[src/rtl/uart_tx_fifo_if.sv]
// uart_tx_fifo_if: bridge-side bundle of the buffered UART transmitter.
// master = byte producer, slave = transmitter.
interface uart_tx_fifo_if;
  logic [7:0] DATA_IN;
  logic       WRITE_EN;
  logic       FIFO_FULL;
  logic       FIFO_EMPTY;
  logic       TX_BUSY;
  logic       OVERFLOW;
  logic       TRANSMITTED_8_BITS_FLAG;
  logic       TX_PIN;

  modport master (
    output DATA_IN,
    output WRITE_EN,
    input  FIFO_FULL,
    input  FIFO_EMPTY,
    input  TX_BUSY,
    input  OVERFLOW,
    input  TRANSMITTED_8_BITS_FLAG,
    input  TX_PIN
  );

  modport slave (
    input  DATA_IN,
    input  WRITE_EN,
    output FIFO_FULL,
    output FIFO_EMPTY,
    output TX_BUSY,
    output OVERFLOW,
    output TRANSMITTED_8_BITS_FLAG,
    output TX_PIN
  );
endinterface

[src/rtl/uart_tx_fifo.sv]
// uart_tx_fifo: buffered 8N1 transmitter.
// Small FIFO in front of a serialiser with registered line output.
module uart_tx_fifo #(
  parameter int CLKS_PER_BIT    = 864,
  parameter int FIFO_DEPTH_LOG2 = 2
) (
  input logic           MAIN_CLOCK,
  input logic           RESET,
  uart_tx_fifo_if.slave bus
);
  localparam int DEPTH = 1 << FIFO_DEPTH_LOG2;
  localparam int BW    = $clog2(CLKS_PER_BIT);
  localparam int CW    = FIFO_DEPTH_LOG2 + 1;

  localparam logic [BW-1:0] BAUD_LAST =
    BW'(CLKS_PER_BIT - 1);
  localparam logic [BW-1:0] BAUD_PRE =
    BW'(CLKS_PER_BIT - 2);
  localparam logic [CW-1:0] CNT_FULL = CW'(DEPTH);

  typedef enum logic [1:0] {
    IDLE,
    START,
    DATA,
    STOP
  } state_t;

  logic [7:0]                 mem [DEPTH];
  logic [FIFO_DEPTH_LOG2-1:0] wr_ptr;
  logic [FIFO_DEPTH_LOG2-1:0] rd_ptr;
  logic [CW-1:0]              cnt;
  state_t                     state;
  logic [7:0]                 shift;
  logic [2:0]                 bit_idx;
  logic [BW-1:0]              baud;
  logic                       tx_q;
  logic                       flag_q;
  logic                       busy_q;
  logic                       ovf_q;

  logic full;
  logic empty;
  logic push;
  logic pop;
  logic baud_end;

  assign full     = (cnt == CNT_FULL);
  assign empty    = (cnt == '0);
  assign push     = bus.WRITE_EN && !full;
  assign pop      = (state == IDLE) && !empty;
  assign baud_end = (baud == BAUD_LAST);

  assign bus.FIFO_FULL               = full;
  assign bus.FIFO_EMPTY              = empty;
  assign bus.TX_BUSY                 = busy_q;
  assign bus.OVERFLOW                = ovf_q;
  assign bus.TRANSMITTED_8_BITS_FLAG = flag_q;
  assign bus.TX_PIN                  = tx_q;

  // Byte storage; contents need no reset.
  always_ff @(posedge MAIN_CLOCK) begin
    if (push) mem[wr_ptr] <= bus.DATA_IN;
  end

  // Pointers, occupancy and sticky overflow.
  always_ff @(posedge MAIN_CLOCK or posedge RESET) begin
    if (RESET) begin
      wr_ptr <= '0;
      rd_ptr <= '0;
      cnt    <= '0;
      ovf_q  <= 1'b0;
    end else begin
      if (push) wr_ptr <= wr_ptr + 1'b1;
      if (pop)  rd_ptr <= rd_ptr + 1'b1;
      if (push && !pop)      cnt <= cnt + 1'b1;
      else if (pop && !push) cnt <= cnt - 1'b1;
      if (bus.WRITE_EN && full) ovf_q <= 1'b1;
    end
  end

  // Frame sequencer with registered line, busy and flag.
  always_ff @(posedge MAIN_CLOCK or posedge RESET) begin
    if (RESET) begin
      state   <= IDLE;
      shift   <= '0;
      bit_idx <= '0;
      baud    <= '0;
      tx_q    <= 1'b1;
      flag_q  <= 1'b0;
      busy_q  <= 1'b0;
    end else begin
      flag_q <= 1'b0;
      unique case (state)
        IDLE: begin
          tx_q <= 1'b1;
          if (pop) begin
            shift   <= mem[rd_ptr];
            bit_idx <= '0;
            baud    <= '0;
            tx_q    <= 1'b0;
            busy_q  <= 1'b1;
            state   <= START;
          end
        end
        START: begin
          if (baud_end) begin
            baud  <= '0;
            tx_q  <= shift[0];
            state <= DATA;
          end else begin
            baud <= baud + 1'b1;
          end
        end
        DATA: begin
          if (baud_end) begin
            baud <= '0;
            if (bit_idx == 3'd7) begin
              tx_q  <= 1'b1;
              state <= STOP;
            end else begin
              shift   <= shift >> 1;
              bit_idx <= bit_idx + 1'b1;
              tx_q    <= shift[1];
            end
          end else begin
            baud <= baud + 1'b1;
          end
        end
        STOP: begin
          if (baud_end) begin
            baud   <= '0;
            busy_q <= 1'b0;
            state  <= IDLE;
          end else begin
            baud   <= baud + 1'b1;
            flag_q <= (baud == BAUD_PRE);
          end
        end
        default: state <= IDLE;
      endcase
    end
  end
endmodule

[src/flat_wrapper.sv]
// flat-port wrapper written by rule: the top's interface ports become plain ports
module uart_tx_fifo_flat 
#(
  parameter int CLKS_PER_BIT    = 864,
  parameter int FIFO_DEPTH_LOG2 = 2
)
  (MAIN_CLOCK, RESET, bus_DATA_IN, bus_WRITE_EN, bus_FIFO_FULL, bus_FIFO_EMPTY, bus_TX_BUSY, bus_OVERFLOW, bus_TRANSMITTED_8_BITS_FLAG, bus_TX_PIN);
  uart_tx_fifo_if bus_i ();
  input logic MAIN_CLOCK;
  input logic RESET;
  input wire logic [$bits(bus_i.DATA_IN)-1:0] bus_DATA_IN;
  input wire logic [$bits(bus_i.WRITE_EN)-1:0] bus_WRITE_EN;
  output wire logic [$bits(bus_i.FIFO_FULL)-1:0] bus_FIFO_FULL;
  output wire logic [$bits(bus_i.FIFO_EMPTY)-1:0] bus_FIFO_EMPTY;
  output wire logic [$bits(bus_i.TX_BUSY)-1:0] bus_TX_BUSY;
  output wire logic [$bits(bus_i.OVERFLOW)-1:0] bus_OVERFLOW;
  output wire logic [$bits(bus_i.TRANSMITTED_8_BITS_FLAG)-1:0] bus_TRANSMITTED_8_BITS_FLAG;
  output wire logic [$bits(bus_i.TX_PIN)-1:0] bus_TX_PIN;
  assign bus_i.DATA_IN = bus_DATA_IN;
  assign bus_i.WRITE_EN = bus_WRITE_EN;
  assign bus_FIFO_FULL = bus_i.FIFO_FULL;
  assign bus_FIFO_EMPTY = bus_i.FIFO_EMPTY;
  assign bus_TX_BUSY = bus_i.TX_BUSY;
  assign bus_OVERFLOW = bus_i.OVERFLOW;
  assign bus_TRANSMITTED_8_BITS_FLAG = bus_i.TRANSMITTED_8_BITS_FLAG;
  assign bus_TX_PIN = bus_i.TX_PIN;
  uart_tx_fifo #(.CLKS_PER_BIT(CLKS_PER_BIT), .FIFO_DEPTH_LOG2(FIFO_DEPTH_LOG2)) u_core (.MAIN_CLOCK(MAIN_CLOCK), .RESET(RESET), .bus(bus_i));
endmodule
[config.mk]
export PLATFORM = sky130hd
export DESIGN_NAME = uart_tx_fifo_flat
export DESIGN_NICKNAME = d
export VERILOG_FILES = /design/src/rtl/uart_tx_fifo_if.sv /design/src/rtl/uart_tx_fifo.sv /design/src/flat_wrapper.sv
export SDC_FILE = /design/constraint.sdc
export NUM_CORES = 1
export LEC_CHECK = 0
export ABC_CLOCK_PERIOD_IN_PS = 3660
export CORE_MARGIN = 10
export CORE_UTILIZATION = 55
export CTS_BUF_LIST = sky130_fd_sc_hd__clkbuf_16
export DETAILED_ROUTE_END_ITERATION = 7
export GPL_TIMING_DRIVEN = 0
export MAX_ROUTING_LAYER = met4
export PLACE_DENSITY = 0.74
export SYNTH_ARGS = -nofsm -noshare
export SYNTH_HDL_FRONTEND = slang
export SYNTH_SLANG_ARGS = --single-unit
[constraint.sdc]
create_clock -name MAIN_CLOCK -period 3.66 [get_ports MAIN_CLOCK]
set_input_delay 0.915 -clock MAIN_CLOCK [delete_from_list [all_inputs] [get_ports MAIN_CLOCK]]
set_output_delay 0.915 -clock MAIN_CLOCK [all_outputs]
set_load 0.01 [all_outputs]
Yosys cells after proc, flatten, opt, wreduce, memory -nomap -nowiden --
Memories as Yosys holds them, arrays and structs flattened. Index checks and enable logic that the tools add are counted.
Storage, ports and cells: RAM bits 32, bits in registers 34, memories kept 1, output and inout port bits 6
Memories:
- u_core.mem | words 4, width 8, read ports 1, clocked after Yosys merged registers in 0, write ports 1, RTL line uart_tx_fifo.sv:28 | logic [7:0] mem [DEPTH];
Operators by class: multiplexer cells 31, add/subtract/negate cells 6, reductions and logical operators 20, equality and inequality tests 13
Operators by type and width (count):
- 8-bit 2-to-1 mux | 3
- 10-bit == test (second input constant) | 2
- 10-bit 2-to-1 mux | 2
- 10-bit case mux with 2 select lines | 1
- 8-bit case mux with 2 select lines | 1
- 3-bit 2-to-1 mux | 5
- 10-bit by 1-bit adder with 10-bit output (second input constant) | 1
- 1-bit 2-to-1 mux | 10
- 2-bit 2-to-1 mux | 5
- 2-bit by 1-bit != test with 1-bit output (second input constant) | 5
- 2-bit case mux with 4 select lines | 1
- 3-bit by 1-bit adder with 3-bit output (second input constant) | 2
- 3-bit == test (second input constant) | 2
- 3-bit case mux with 2 select lines | 1
- 3-bit AND reduction | 2
- 2-bit nonzero test | 3
- 1-bit logical AND | 5
- 5-bit AND reduction | 1
- 2-bit by 1-bit adder with 2-bit output (second input constant) | 2
- 2-bit == test (second input constant) | 2
- 1-bit zero test | 4
- 4-bit AND reduction | 1
- 3-bit zero test | 1
- 1-bit case mux with 3 select lines | 1
- 7 further kinds | 7

Longest topological paths before layout --
depth in word-level cells 7, gate-level depth with buffers 9

Least setup slack after synthesis --
Ideal clock, no wire load.
path type input to register, start input bus_WRITE_EN, end register u_core.cnt[2], library setup time 0.079 ns, cell stages on the path 8, path slack 1.326 ns, arrival 2.255 ns, path through nor2b_1 -> clkbuf_1 -> ha_1 -> inv_1 -> fa_1 -> xor2_1 -> nor2_1 -> xor2_1
On the way: word-level cells in the longest chain between the ends 4, elaborated cells between the ends (all ways) 6
RTL lines:
- start: declaration | RTL line flat_wrapper.sv:12 | input wire logic [$bits(bus_i.WRITE_EN)-1:0] bus_WRITE_EN;
- 1-bit logical AND * | RTL line uart_tx_fifo.sv:49 | assign push = bus.WRITE_EN && !full;
- named net u_core.push | RTL line uart_tx_fifo.sv:43 | logic push;
- 1-bit zero test | RTL line uart_tx_fifo.sv:76 | else if (pop && !push) cnt <= cnt - 1'b1;
- 1-bit logical AND | RTL line uart_tx_fifo.sv:76
- 2-bit nonzero test (no source line)
- end signal: assignment | RTL line uart_tx_fifo.sv:75 | if (push && !pop) cnt <= cnt + 1'b1;
- end signal: assignment | RTL line uart_tx_fifo.sv:76
- end: declaration | RTL line uart_tx_fifo.sv:31 | logic [CW-1:0] cnt;
The timed path passes the listed nets; every way through them passes the cells marked *. A chain may end at the register's enable or synchronous reset.

Worst setup path after layout --
start register u_core.cnt[0], end output bus_FIFO_EMPTY
On the way: word-level cells in the longest chain between the ends 1
RTL lines:
- 3-bit zero test | RTL line uart_tx_fifo.sv:48 | assign empty = (cnt == '0);
- end: declaration | RTL line flat_wrapper.sv:14 | output wire logic [$bits(bus_i.FIFO_EMPTY)-1:0] bus_FIFO_EMPTY;
Every way passes these cells.

==> results_dict.tcl <==
set metrics [dict create \
    status "complete, no violations" \
    first_iter_violations 82 \
    synth_cells 223 \
    dp_hpwl_mm 3.68 \
    end_kind "output pin" \
    cp_top_family "buffers and inverters" \
    finalSetupTns_ps 0 \
    insertion_delay_ps 330 \
    skew_ps 9.06 \
    firstDrtPassIters 4 \
    fp-row-count 27 \
    yosysTopAreaCell "edfxtp_1" \
    place.port_buffers 16 \
    yosysTopAreaCellShare 0.302 \
    whs_ps 464 \
    period_share 0.784 \
    synth_cell_type_count 50 \
    crit_fanout 6 \
    grt_max_degree 35 \
    pre_cts_slack_ps 687 \
    crit_path_start_kind "register" \
    drv_slew 0 \
    slew_headroom 0.519 \
    required_ps 2740 \
    power_density_nw_per_um2 842 \
    synth_enable_flop_cells 32 \
    postCtsHoldBufs 0 \
    wl_per_cell_um 16.4 \
    path_class "register to output pin" \
    path_clk_slew_ps 60 \
    clock_path_buffers 2 \
    avgSynthCellArea_um2 14.3 \
    fin_util 0.675 \
    post-cts-setup-buffer-count 0 \
    critPathArrivalTime_ps 1950 \
    cp_num_buf_inv 3 \
    final_common_cell "dfrtp_1" \
    track_usage 0.134 \
    diodes 0 \
    ir_worst_vdd_uv 574 \
    via_count 1773 \
    final_cell_mix "dfrtp_1 (33), edfxtp_1 (32), clkdlybuf4s50_1 (16), nand2_1 (15), o21ai_0 (15)" \
    power.leakage_uw 0.00151 \
    ys_ff_latch 66 \
    p_comb_frac 0.365 \
    finalWirelength_mm 5.37 \
    drive_gt1_frac 0.212 \
    slowest_stage "clkdlybuf4s50_1" \
    start_util 0.574 \
    yosysWarnings 0 \
    core_um2 5540 \
    cts_resized 0 \
    timing_hold_violations_final 0 \
    fin_nets 275 \
    synth_fp_nets 248 \
    switching_share 0.319 \
    min_path_type "register to register" \
    tritoncts "done" \
    numCtsBuffers 9 \
    antenna_left 0 \
    dieHeight_um 96.0 \
    place_congestion 0.796 \
    die_area_um2 9220 \
    drv_cap 0 \
    worst_slew_pin_slew_ps 721 \
    yosysSeqAreaShare 0.570 \
    max_freq_mhz 349 \
    grt_pass1_wl_mm 9.02 \
    synthTopCellsByArea "edfxtp_1 (30%), dfrtp_1 (26%), ha_1 (5.1%)" \
    cts-root-buf "clkbuf_16" \
    setup_viol 0 \
    internal_power_uw 2150 \
    ioPinCount 17 \
    drc 0 \
    grt_pass1_vias 1788 \
    critPathMaxStageDelay_ps 530 \
    setup_ws_ps 792 \
    clock_sinks 66 \
    synth_area_um2 3180 \
    synth-main-ff-cell "dfrtp_1" \
    avgViaCountPerCell 5.42 \
    grt_overflow_total 0 \
    seqPwrFrac 0.357 \
    rsz0062_at_grt "false" \
    async_reset_ff_frac 0.515 \
    area_delta_synth_final_pct 17.6 \
    cts_max_level 3 \
    p_sw_uw 1000 \
    min_period_ps 2870 \
    p_clk_frac 0.279 \
    die_width_um 96.0 \
    antenna_found_initial 0 \
    crit_chain "or3_1 > buf_4 > inv_1 > clkdlybuf4s50_1" \
]
==> worst reg2reg max path, delay by kind of cell, from the launching register on <==
| kind | cells | cell delay, ps |
|---|---|---|
| flip-flops | 1 | 460 |
| buffers and inverters | 1 | 60 |
| AND/OR/NAND/NOR | 1 | 110 |
| XOR/XNOR | 2 | 310 |
| adder cells (fa/ha/maj) | 2 | 660 |
| AO/OA/AOI/OAI | 1 | 590 |
==> per-layer routing <==
metal	vias to the layer above	part of all wire	GRT usage
met2	22	0.47	0.187
met3	4	0.028	0.0482
li1	878	-	-
met1	869	0.50	0.172
met4	0	0.0069	0.0553
met5	-	0	-
==> kinds of logic after synthesis <==
logic type / share of synthesized area
adder cells (fa/ha/maj): 0.0575
multiplexers: 0.133
flip-flops: 0.570
XOR/XNOR: 0.0220
AO/OA/AOI/OAI: 0.0665
buffers and inverters: 0.0409
AND/OR/NAND/NOR: 0.109
==> cells in the mapped netlist, types with 4 or more instances <==
cell	n
nor3_1	6
edfxtp_1	32
mux2_4	6
xnor2_1	6
dfrtp_1	33
mux2i_1	6
ha_1	13
nor2_1	8
and2_1	4
mux4_2	6
a22o_1	4
o21ai_0	15
inv_1	10
mux2_2	8
nand3_1	5
nand2_1	15
==> per-stage QoR <==
step	instance area, µm²	instances	power, µW
finish	3740	327	3150
global placement	3430	311	2260
floorplan	3180	223	2020
detailed placement	3430	311	2290
global route	3740	327	3360
CTS	3740	327	3190
==> power by group through the flow <==
stage          clock network, µW  registers, µW  logic, µW
6_report                     877           1120       1150
5_1_grt                      935           1150       1280
4_1_cts                      900           1120       1170
3_5_place_dp                   0           1130       1160
3_3_place_gp                   0           1130       1130
2_1_floorplan                  0           1100        919
==> sequential cells by signal, summed over array words and instances (netlist names) <==
| register | count |
|---|---|
| u_core.bit_idx | 3 |
| u_core.state | 2 |
| u_core.bus.TX_BUSY | 1 |
| u_core.baud | 10 |
| u_core.cnt | 3 |
| u_core.mem | 32 |
| u_core.rd_ptr | 2 |
| u_core.bus.OVERFLOW | 1 |
| u_core.shift | 8 |
| u_core.bus.TX_PIN | 1 |
| u_core.bus.TRANSMITTED_8_BITS_FLAG | 1 |
| u_core.wr_ptr | 2 |
==> worst paths after layout <==
check,from,endpoint,slack [ps],cells after the start
min reg2reg,u_core.bus.OVERFLOW$_DFFE_PP0P_,u_core.bus.OVERFLOW$_DFFE_PP0P_,460,1
min in group asynchronous,RESET,u_core.shift[3]$_DFFE_PP0P_,1020,2
min,u_core.bus.OVERFLOW$_DFFE_PP0P_,u_core.bus.OVERFLOW$_DFFE_PP0P_,460,1
max reg2reg,u_core.cnt[0]$_DFFE_PP0P_,u_core.cnt[2]$_DFFE_PP0P_,1380,7
max,u_core.cnt[0]$_DFFE_PP0P_,bus_FIFO_EMPTY,790,4
max in group asynchronous,RESET,u_core.state[1]$_DFFE_PP0P_,2170,2
==> cell type report <==
class                      count  area, µm²
sequential                    66       1810
fill                         428       1800
multi-input combinational    138       1230
clock buffer                   9        225
timing repair buffer          16        160
tap                           72       90.1
clock inverter                 7       83.8
buffer                         8       75.1
inverter                      11       55.1
(Power assumes the default switching activity.)
